--- config.mk ---
export PLATFORM = sky130hd
export DESIGN_NAME = spi_master_core
export DESIGN_NICKNAME = d
export VERILOG_FILES = /design/src/rtl/spi_pkg.sv /design/src/rtl/spi_sclk_tick.sv /design/src/rtl/spi_master_core.sv
export SDC_FILE = /design/constraint.sdc
export NUM_CORES = 1
export LEC_CHECK = 0
export BUFFER_PORTS_ARGS = -buffer_cell sky130_fd_sc_hd__buf_2
export CORE_ASPECT_RATIO = 1.4
export CORE_MARGIN = 4
export CORE_UTILIZATION = 57
export CTS_BUF_LIST = sky130_fd_sc_hd__clkbuf_8
export CTS_CLUSTER_SIZE = 40
export DETAILED_ROUTE_END_ITERATION = 6
export GPL_TIMING_DRIVEN = 0
export PLACE_DENSITY = 0.79
export SLEW_MARGIN = 20
export SYNTH_ARGS = -nofsm -noshare
export SYNTH_HDL_FRONTEND = slang
export SYNTH_HIERARCHICAL = 1
export SYNTH_SLANG_ARGS = --single-unit
--- constraint.sdc ---
create_clock -name clk -period 6.35 [get_ports clk]
set_input_delay 0.3175 -clock clk [delete_from_list [all_inputs] [get_ports clk]]
set_output_delay 0.3175 -clock clk [all_outputs]
set_load 0.05 [all_outputs]
--- src/rtl/spi_pkg.sv ---
// Shared constants and state encoding for the byte-wide SPI master.
package spi_pkg;

    localparam int unsigned SPI_BYTE_W      = 8;
    localparam int unsigned HALF_PERIOD_DEF = 2;
    localparam int unsigned DIV_W           = 8;
    localparam int unsigned BIT_W           = 3;

    typedef enum logic [2:0] {
        ST_IDLE,
        ST_LEAD,
        ST_SHIFT,
        ST_TRAIL,
        ST_GUARD
    } spi_state_e;

endpackage

--- src/rtl/spi_sclk_tick.sv ---
// Half-period divider: one-cycle tick every HALF_PERIOD clks, restartable by clear.
module spi_sclk_tick
    import spi_pkg::*;
#(
    parameter int unsigned HALF_PERIOD = HALF_PERIOD_DEF
) (
    input  logic clk,
    input  logic rst,
    input  logic clear,
    output logic tick_c
);

    logic [DIV_W-1:0] cnt;

    assign tick_c = (cnt == DIV_W'(HALF_PERIOD - 1));

    always_ff @(posedge clk) begin
        if (!rst || clear || tick_c) begin
            cnt <= '0;
        end else begin
            cnt <= cnt + DIV_W'(1);
        end
    end

endmodule

--- src/rtl/spi_master_core.sv ---
// Mode-0 SPI master: one full-duplex MSB-first byte per request, framed by cs_n
// with a guard gap before the next frame.
module spi_master_core
    import spi_pkg::*;
#(
    parameter int unsigned HALF_PERIOD = HALF_PERIOD_DEF
) (
    input  logic                  clk,
    input  logic                  rst,
    input  logic [SPI_BYTE_W-1:0] spi_data_in,
    input  logic                  spi_ready_send,
    output logic [SPI_BYTE_W-1:0] spi_data_out,
    output logic                  spi_busy,
    output logic                  sclk,
    output logic                  mosi,
    input  logic                  miso,
    output logic                  cs_n
);

    spi_state_e            state;
    logic [SPI_BYTE_W-2:0] tx;
    logic [SPI_BYTE_W-1:0] rx;
    logic [BIT_W-1:0]      bit_idx;
    logic                  tick_c;
    logic                  div_clear_c;

    // Divider is held at zero while idle so the first half-period is full length.
    assign div_clear_c = (state == ST_IDLE);

    spi_sclk_tick #(
        .HALF_PERIOD (HALF_PERIOD)
    ) u_tick (
        .clk    (clk),
        .rst    (rst),
        .clear  (div_clear_c),
        .tick_c (tick_c)
    );

    always_ff @(posedge clk) begin
        if (!rst) begin
            state        <= ST_IDLE;
            spi_busy     <= 1'b0;
            cs_n         <= 1'b1;
            sclk         <= 1'b0;
            mosi         <= 1'b0;
            spi_data_out <= '0;
            tx           <= '0;
            rx           <= '0;
            bit_idx      <= '0;
        end else begin
            case (state)
                ST_IDLE: begin
                    if (spi_ready_send) begin
                        // MSB goes straight to mosi; tx keeps only the remaining bits.
                        tx       <= spi_data_in[SPI_BYTE_W-2:0];
                        mosi     <= spi_data_in[SPI_BYTE_W-1];
                        spi_busy <= 1'b1;
                        cs_n     <= 1'b0;
                        bit_idx  <= '0;
                        state    <= ST_LEAD;
                    end
                end
                ST_LEAD: begin
                    if (tick_c) begin
                        sclk  <= 1'b1;
                        rx    <= {rx[SPI_BYTE_W-2:0], miso};
                        state <= ST_SHIFT;
                    end
                end
                ST_SHIFT: begin
                    if (tick_c) begin
                        if (sclk) begin
                            sclk <= 1'b0;
                            if (bit_idx != BIT_W'(SPI_BYTE_W - 1)) begin
                                mosi    <= tx[SPI_BYTE_W-2];
                                tx      <= {tx[SPI_BYTE_W-3:0], 1'b0};
                                bit_idx <= bit_idx + BIT_W'(1);
                            end else begin
                                state <= ST_TRAIL;
                            end
                        end else begin
                            sclk <= 1'b1;
                            rx   <= {rx[SPI_BYTE_W-2:0], miso};
                        end
                    end
                end
                ST_TRAIL: begin
                    if (tick_c) begin
                        cs_n         <= 1'b1;
                        mosi         <= 1'b0;
                        spi_data_out <= rx;
                        state        <= ST_GUARD;
                    end
                end
                ST_GUARD: begin
                    if (tick_c) begin
                        spi_busy <= 1'b0;
                        state    <= ST_IDLE;
                    end
                end
                default: begin
                    state <= ST_IDLE;
                end
            endcase
        end
    end

endmodule

**After elaboration in Yosys (flattened, before gate mapping)**

Cells that the tools add are included.

- Flip-flop bits (word level): 41
- Output and inout bits: 12
- Input port bits: 12
- Logic and storage cells: 80

- Multiplexer cells: 36
- Equality and inequality tests: 15
- Reduce and logical (&&, ||, !) cells: 17
- $add $sub $neg: 2

Operator list:

| cell | count |
|---|---|
| 3-bit 2-to-1 mux | 11 |
| 7-bit 2-to-1 mux | 4 |
| 8-bit 2-to-1 mux | 3 |
| 8-bit one-hot mux with 2 select lines | 1 |
| 3-bit one-hot mux with 5 select lines | 1 |
| 7-bit one-hot mux with 2 select lines | 1 |
| 1-bit 2-to-1 mux | 10 |
| 2-bit != test, second input constant | 5 |
| 3-bit AND reduction | 3 |
| 8-bit by 1-bit adder with 8-bit output, second input constant | 1 |
| 8-bit by 1-bit == test with 1-bit output, second input constant | 1 |
| 2-bit by 1-bit != test with 1-bit output, second input constant | 4 |
| 2-bit nonzero test | 4 |
| 7-bit AND reduction | 1 |
| 3-bit by 2-bit == test with 1-bit output, second input constant | 2 |
| 1-bit one-hot mux with 2 select lines | 3 |
| 3-bit one-hot mux with 2 select lines | 1 |
| 6-bit AND reduction | 1 |
| 5-bit AND reduction | 1 |
| 4-bit AND reduction | 1 |
| 3-bit by 1-bit adder with 3-bit output, second input constant | 1 |
| 3-bit by 1-bit == test with 1-bit output, second input constant | 1 |
| 3-bit == test, second input constant | 1 |
| 3-bit zero test | 1 |
| other kinds (6) | 7 |

**Depth between registers and ports, before layout**

Gate-level depths: netlist of the first run.

- Depth after elaboration: 5
- Mapped depth: 10
- Mapped depth without buffers: 8

**Hierarchy**

Netlist of the first run, hierarchy kept.

By module, submodules not included:

| module | area an instance (sq um) | cells each | instances |
|---|---|---|---|
| spi_master_core | 1450.1 | 169 | 1 |
| spi_sclk_tick | 372.9 | 39 | 1 |

**Worst setup path after synthesis of the first run**

OpenSTA, ideal clock, no wires.

- Path type: register -> register
- Start point: reg u_tick.cnt[0]
- End point: reg bit_idx[2]
- Clock period less this slack: 2367 ps
- Arrival: 2298 ps
- Stages on the path, launching flop included: 10
- Data required time: 6281 ps
- Slack: 3983 ps
- Library setup time: 69 ps
- Path through: dfxtp_1 ha_1 or4b_4 nor4_1 and4b_1 o21a_1 buf_6 buf_6 nand4_1 o21ai_1

- Word-level cells in the longest chain between the ends: 3

RTL lines:

| what | line | source |
|---|---|---|
| start: declaration | spi_sclk_tick.sv:13 | `logic [DIV_W-1:0] cnt;` |
| start signal: assignment | spi_sclk_tick.sv:21 | `cnt <= cnt + DIV_W'(1);` |
| 8-bit by 1-bit == test with 1-bit output | spi_sclk_tick.sv:15 | `assign tick_c = (cnt == DIV_W'(HALF_PERIOD - 1));` |
| net tick_c | spi_master_core.sv:24 | `logic tick_c;` |
| 2-bit by 1-bit != test with 1-bit output (no source line) | -- |  |
| 5-bit AND reduction (no source line) | -- |  |
| end signal: assignment | spi_master_core.sv:77 | `bit_idx <= bit_idx + BIT_W'(1);` |
| end: declaration | spi_master_core.sv:23 | `logic [BIT_W-1:0] bit_idx;` |

The timed path passes the listed nets, and every way through them passes these cells.
A chain may end at the register's enable or synchronous reset.

**Worst setup path in the final report of the first run**

Ends and elaborated chain as after synthesis.

==> results of run 1 <==
## through the flow
stage | power [uW] | worst slack [ns] | utilization [%] | instances | hold WS, ns
2_1_floorplan | 320.1 | 3.983 | - | 208 | 0.4310
3_3_place_gp | 333.8 | 3.615 | 64.24 | 270 | 0.4396
3_5_place_dp | 334.9 | 3.608 | 64.24 | 270 | 0.4436
4_1_cts | 548.3 | 3.595 | 68.00 | 278 | 0.2420
5_1_grt | 564.0 | 3.377 | 68.00 | 278 | 0.2513
6_report | 541.9 | 3.557 | 68.00 | 278 | 0.2497
## kinds of logic (layout without fill, tap and decap cells)
group	count (synthesis)	in the layout
multiplexers	7	7
AO/OA/AOI/OAI	53	53
XOR/XNOR	4	4
buffers and inverters	17	48
flip-flops	41	41
adder cells (fa/ha/maj)	4	4
AND/OR/NAND/NOR	82	82
## worst max-delay path, stage by stage (launching register included)
cell	delay, ns
dfxtp_1	0.38
ha_1	0.16
or4b_4	0.48
nor4_1	0.81
and4b_1	0.33
o21a_1	0.13
buf_6	0.13
buf_6	0.13
nand4_1	0.10
o21ai_1	0.09
## power breakdown
group	switching [uW]	total, uW	leakage, uW	internal, uW
Clock	86.6	213	0.0000626	127
Combinational	35.3	57.8	0.000447	22.6
Sequential	5.76	271	0.000333	265
## cell usage in the layout (no fill, tap or decap), types with 3 or more instances in the layout
cell	count
dfxtp_1	41
nand2_1	36
buf_2	26
nand3_1	14
o21ai_0	12
a21oi_1	12
o21ai_1	12
a21boi_1	10
nor2_1	8
mux2i_1	7
clkbuf_1	6
clkbuf_8	6
inv_1	5
nand4_1	4
ha_1	4
nor2b_1	3
buf_6	3
## cell usage after synthesis, types with 2 or more instances
master,number,area (sq um)
xor2_1,2,17.52
and2_1,2,12.51
buf_6,3,33.78
a21boi_1,10,75.07
nand4_1,4,25.02
o21ai_1,12,60.06
o21ai_0,12,60.06
nand4b_1,2,17.52
nand2_1,36,135.1
dfxtp_1,41,820.8
xnor2_1,2,17.52
a21oi_1,12,60.06
o21a_1,2,15.01
mux2i_1,7,70.07
or3_1,2,12.51
inv_1,4,15.01
nand2b_1,2,12.51
nor2_1,8,30.03
nand3_1,14,70.07
buf_2,3,15.01
nor2b_1,3,18.77
clkbuf_1,6,22.52
ha_1,4,50.05
## state kept, by name (all words and copies together) (netlist names)
register	count
sclk	1
tx	7
cs_n	1
bit_idx	3
mosi	1
state	3
spi_data_out	8
rx	8
u_tick/cnt	8
spi_busy	1
## routing by layer
metal | vias up | global-route usage [%] | routed length (um)
li1 | 782 | - | -
met5 | - | 0 | 0
met3 | 2 | 4.803 | 153
met1 | 701 | 20.06 | 1506
met2 | 31 | 35.79 | 1869
met4 | 0 | 6.757 | 16
## area by class of cell
cell class | count | share of cell area (%)
buffer | 13 | 3.748
clock buffer | 6 | 3.926
clock inverter | 2 | 1.606
inverter | 4 | 0.7139
multi-input combinational | 150 | 43.19
sequential | 41 | 39.02
tap | 39 | 2.320
timing repair buffer | 23 | 5.473
## worst min path at each step
stage                          from               to  depth (start not counted)
floorplan                     rx[7]  spi_data_out[7]                          2
global placement    spi_data_out[2]  spi_data_out[2]                          2
detailed placement  spi_data_out[4]  spi_data_out[4]                          2
CTS                            miso            rx[0]                          3
global route                   miso            rx[0]                          3
finish                         miso            rx[0]                          3
==> impl_metrics.ini, run 1 <==
[global_routing]
antenna_found_initial = 0
pin_count_of_the_biggest_net_entering_global_routing = 13
grt_pass1_vias = 1413
grt.overflow.total = 0
track_usage_pct = 18.77
grt_first_pass_wirelength_um = 6175

[sta]
fin_skew_ns = 0.007570
fin_setup_tns_ns = 0
final_number_of_setup_violating_endpoints = 0
timing_max_transition_violations_final = 0
timing.slew.headroom_pct = 30.02
grt_setup_unrepaired = no
max_slew.worst_pin.slew_ns = 1.040
layout_min_cycle_time_ns = 2.793
max_freq_ghz = 0.3581
final.period_utilization_pct = 43.98
final_hold_viol_count = 0

[die]
dieArea_sq_mm = 0.004180
initial_utilization_pct = 58.94
core_region_area_sq_mm = 0.003093
die-width_um = 55.80
top_level_ports = 24
chipHeight_um = 74.92
floorplan.rows = 24

[placed_design]
placed_cell_area_sq_mm = 0.001987
place_congestion = 0.8392
dpl.hpwl_um = 2559
io_buffer_count = 23

[logic_synthesis]
synthesis.yosys.warnings = 6
ys_ff_latch = 41
synth_xor_xnor_area_share_pct = 1.922
syn_nets = 224
synth-seq-area-share_pct = 45.02
avg_synthesized_cell_area_sq_um = 8.764
synth-adder-area-share_pct = 2.745
ys_dominant_reg_cell = dfxtp_1
yosysUniqueCellTypes = 38
postSynth.asyncResetShare_pct = 0
main_combinational_cell_family_by_area_after_synthesis = simple AND/OR/NAND/NOR gates
count_of_flip_flops_with_a_built_in_enable_after_synthesis = 0
synth.area.mux_share_pct = 3.844
synth_compound_area_share_pct = 18.60
post_synth_inst_count = 208
synthSimpleGateAreaFrac_pct = 22.72
synth.cell_area_sq_mm = 0.001823

[clock_network]
insertion_delay_ns = 0.29
worst_setup_hold_path_clk_slew_ns = 0.08
cts_hold_buffers = 0
cts.sink_count = 41
cts_repair_resize_count = 0
ctsLongestPathBuffers = 2
cts.htree.levels = 2
ctsRootBufferMaster = clkbuf_8
tritoncts = done
post-cts-setup-buffers = 0
numCtsBuffers = 5

[route]
drt_pre_antenna_iters = 4
via_to_cell_ratio = 5.453
detailed_route_via_count = 1516
route.antenna.remaining_nets = 0
routed_wirelength_um = 3545
routedWlPerCell_um = 12.75
drc = 0
dr.first_iter.drc_count = 21

[layout]
design.final.nets = 254
antenna-diode-count = 0
fraction_of_layout_instances_using_a_drive_strength_above_1_pct = 17.99
final-seq-area_sq_um = 820.8
synthToLayoutAreaGrowth_pct = 15.37
final_cell_area_sq_mm = 0.002103
final.fill_count = 277
multiInputGateArea_sq_um = 908.4

[worst_setup_path]
critical_path.endpoint_type = flop
r2r_setup_slk_ns = 3.56
arrival_time_worst_endpoint_ns = 3.02
worst_r2r_path_depth = 9
timing_worst_setup_path_type = reg -> reg
critical_path_capture_point = bit_idx[2]
required_time_at_the_worst_slack_endpoint_ns = 6.58
cp-start-kind = flop
worst-path-max-fanout = 10
reg2reg_to = bit_idx[2]
critPathLaunch = u_tick/cnt[0]
timing.rr.start = u_tick/cnt[0]

[hold_path]
hold_path.class = in -> reg

[power]
static-leakage-power_uw = 0.0008428
worst_vdd_drop_mv = 0.2140
power.density_mw_per_mm2 = 257.7

[status]
status = complete, no violations

[flow_run]
maxCapViolations = 0
(Power assumes the default switching activity.)
==> run 2: changes to the inputs <==
clock period = 2.7 ns   (was 6.35 ns; I/O delays follow)
==> impl_metrics.ini, run 2 (synthesis results as in run 1) <==
[status]
status = complete, no violations

[sta]
whs_ns = 0.06546
final_number_of_setup_violating_endpoints = 0
max_slew.worst_pin.slew_ns = 0.6494
final.period_utilization_pct = 91.52
fin_setup_tns_ns = 0
max_freq_ghz = 0.4047
fin_skew_ns = 0.007063
timing.final.ws_setup_ns = 0.2291
timing_max_transition_violations_final = 0
layout_min_cycle_time_ns = 2.471
grt_setup_unrepaired = no
final_hold_viol_count = 0
timing.slew.headroom_pct = 56.35

[clock_network]
post-cts-setup-buffers = 0
ctsLongestPathBuffers = 2
insertion_delay_ns = 0.29
worst_setup_hold_path_clk_slew_ns = 0.08
cts_repair_resize_count = 1
cts_hold_buffers = 0
tritoncts = done
ctsRootBufferMaster = clkbuf_8
cts.sink_count = 41
cts.htree.levels = 2
numCtsBuffers = 5

[layout]
synthToLayoutAreaGrowth_pct = 15.72
antenna-diode-count = 0
finish.cell_count_without_fillers = 278
fraction_of_layout_instances_using_a_drive_strength_above_1_pct = 18.41
most-common-layout-cells = 41 x dfxtp_1, 36 x nand2_1, 26 x buf_2, 14 x nand3_1
design.final.nets = 254
largest_registers = rx (8), spi_data_out (8), u_tick/cnt (8)
layout_commonest_cell = dfxtp_1
final_cell_area_sq_mm = 0.002110
final.fill_count = 276

[worst_setup_path]
cp-start-kind = flop
arrival_time_worst_endpoint_ns = 2.70
worst_r2r_path_depth = 9
r2r_setup_slk_ns = 0.23
reg2reg_to = bit_idx[2]
worst-path-max-fanout = 10
timing_worst_setup_path_type = reg -> reg
timing.rr.start = u_tick/cnt[0]
critical_path.endpoint_type = flop
required_time_at_the_worst_slack_endpoint_ns = 2.93

[die]
initial_utilization_pct = 58.94
floorplan.rows = 24
core_region_area_sq_mm = 0.003093
top_level_ports = 24
die-width_um = 55.80
chipHeight_um = 74.92
dieArea_sq_mm = 0.004180

[placed_design]
placed_cell_area_sq_mm = 0.001987
dpl.hpwl_um = 2559
preCtsSetupSlack_ns = -0.04183
place_congestion = 0.8392
io_buffer_count = 23
dp.cells = 270

[route]
drc = 0
detailed_route_via_count = 1520
route.antenna.remaining_nets = 0
routed_wirelength_um = 3553
via_to_cell_ratio = 5.468
routedWlPerCell_um = 12.78
dr.first_iter.drc_count = 20
drt_pre_antenna_iters = 4

[hold_path]
hold_path.class = in -> reg
worstHoldPathCells = 3
hold_path.startpoint = miso
hold_crit_endpoint = rx[0]

[global_routing]
pin_count_of_the_biggest_net_entering_global_routing = 13
track_usage_pct = 18.88
grt.overflow.total = 0
grt_pass1_vias = 1416
grt_first_pass_wirelength_um = 6210
antenna_found_initial = 0

[power]
power.density_mw_per_mm2 = 605.1
static-leakage-power_uw = 0.0008439
worst_vdd_drop_mv = 0.5065

[flow_run]
maxCapViolations = 0
==> run 2: stage by stage <==
stage | total power (uW) | util (%)
3_3_place_gp | 785.0 | 64.24
6_report | 1276 | 68.20
2_1_floorplan | 752.7 | -
5_1_grt | 1327 | 68.20
3_5_place_dp | 787.7 | 64.24
4_1_cts | 1290 | 68.20
==> run 2: worst max path at each step <==
stage               cells past startpoint               to     startpoint  slack, ns
detailed placement                      7  spi_data_out[6]  u_tick/cnt[0]      -0.04
floorplan                               9       bit_idx[2]  u_tick/cnt[0]       0.33
global placement                        7  spi_data_out[6]  u_tick/cnt[0]      -0.04
global route                            8  spi_data_out[3]  u_tick/cnt[0]       0.06
CTS                                     7  spi_data_out[6]  u_tick/cnt[0]       0.24
finish                                  9       bit_idx[2]  u_tick/cnt[0]       0.23
==> run 2: critical path, stage by stage (launching register included) <==
cell     delay (ns)
dfxtp_1        0.38
ha_1           0.16
or4b_4         0.49
nor4_2         0.50
and4b_1        0.30
o21a_1         0.12
buf_6          0.13
buf_6          0.13
nand4_1        0.10
o21ai_1        0.09
==> run 2: metal layers <==
metal | wire [um] | vias up | part of all wire (%) | global-route usage, %
li1 | - | 782 | - | -
met1 | 1523 | 706 | 43 | 20.28
met2 | 1831 | 26 | 52 | 35.92
met3 | 145 | 6 | 4.1 | 4.803
met4 | 52 | 0 | 1.5 | 6.757
met5 | 0 | - | 0 | 0
==> run 2: power by group <==
part           switching (uW)  internal, uW  leakage, uW
logic                    83.2          53.3     0.000448
registers                13.7           624     0.000333
clock network             205           298    0.0000626
==> run 2: cell type report <==
cell class	count	area, sq um	share of cell area [%]
Buffer	13	78.83	3.737
Sequential cell	41	820.8	38.91
Clock buffer	6	82.58	3.915
Timing Repair Buffer	23	115.1	5.457
Multi-Input combinational cell	150	914.6	43.36
Inverter	4	15.01	0.7117
Clock inverter	2	33.78	1.601
Tap cell	39	48.80	2.313
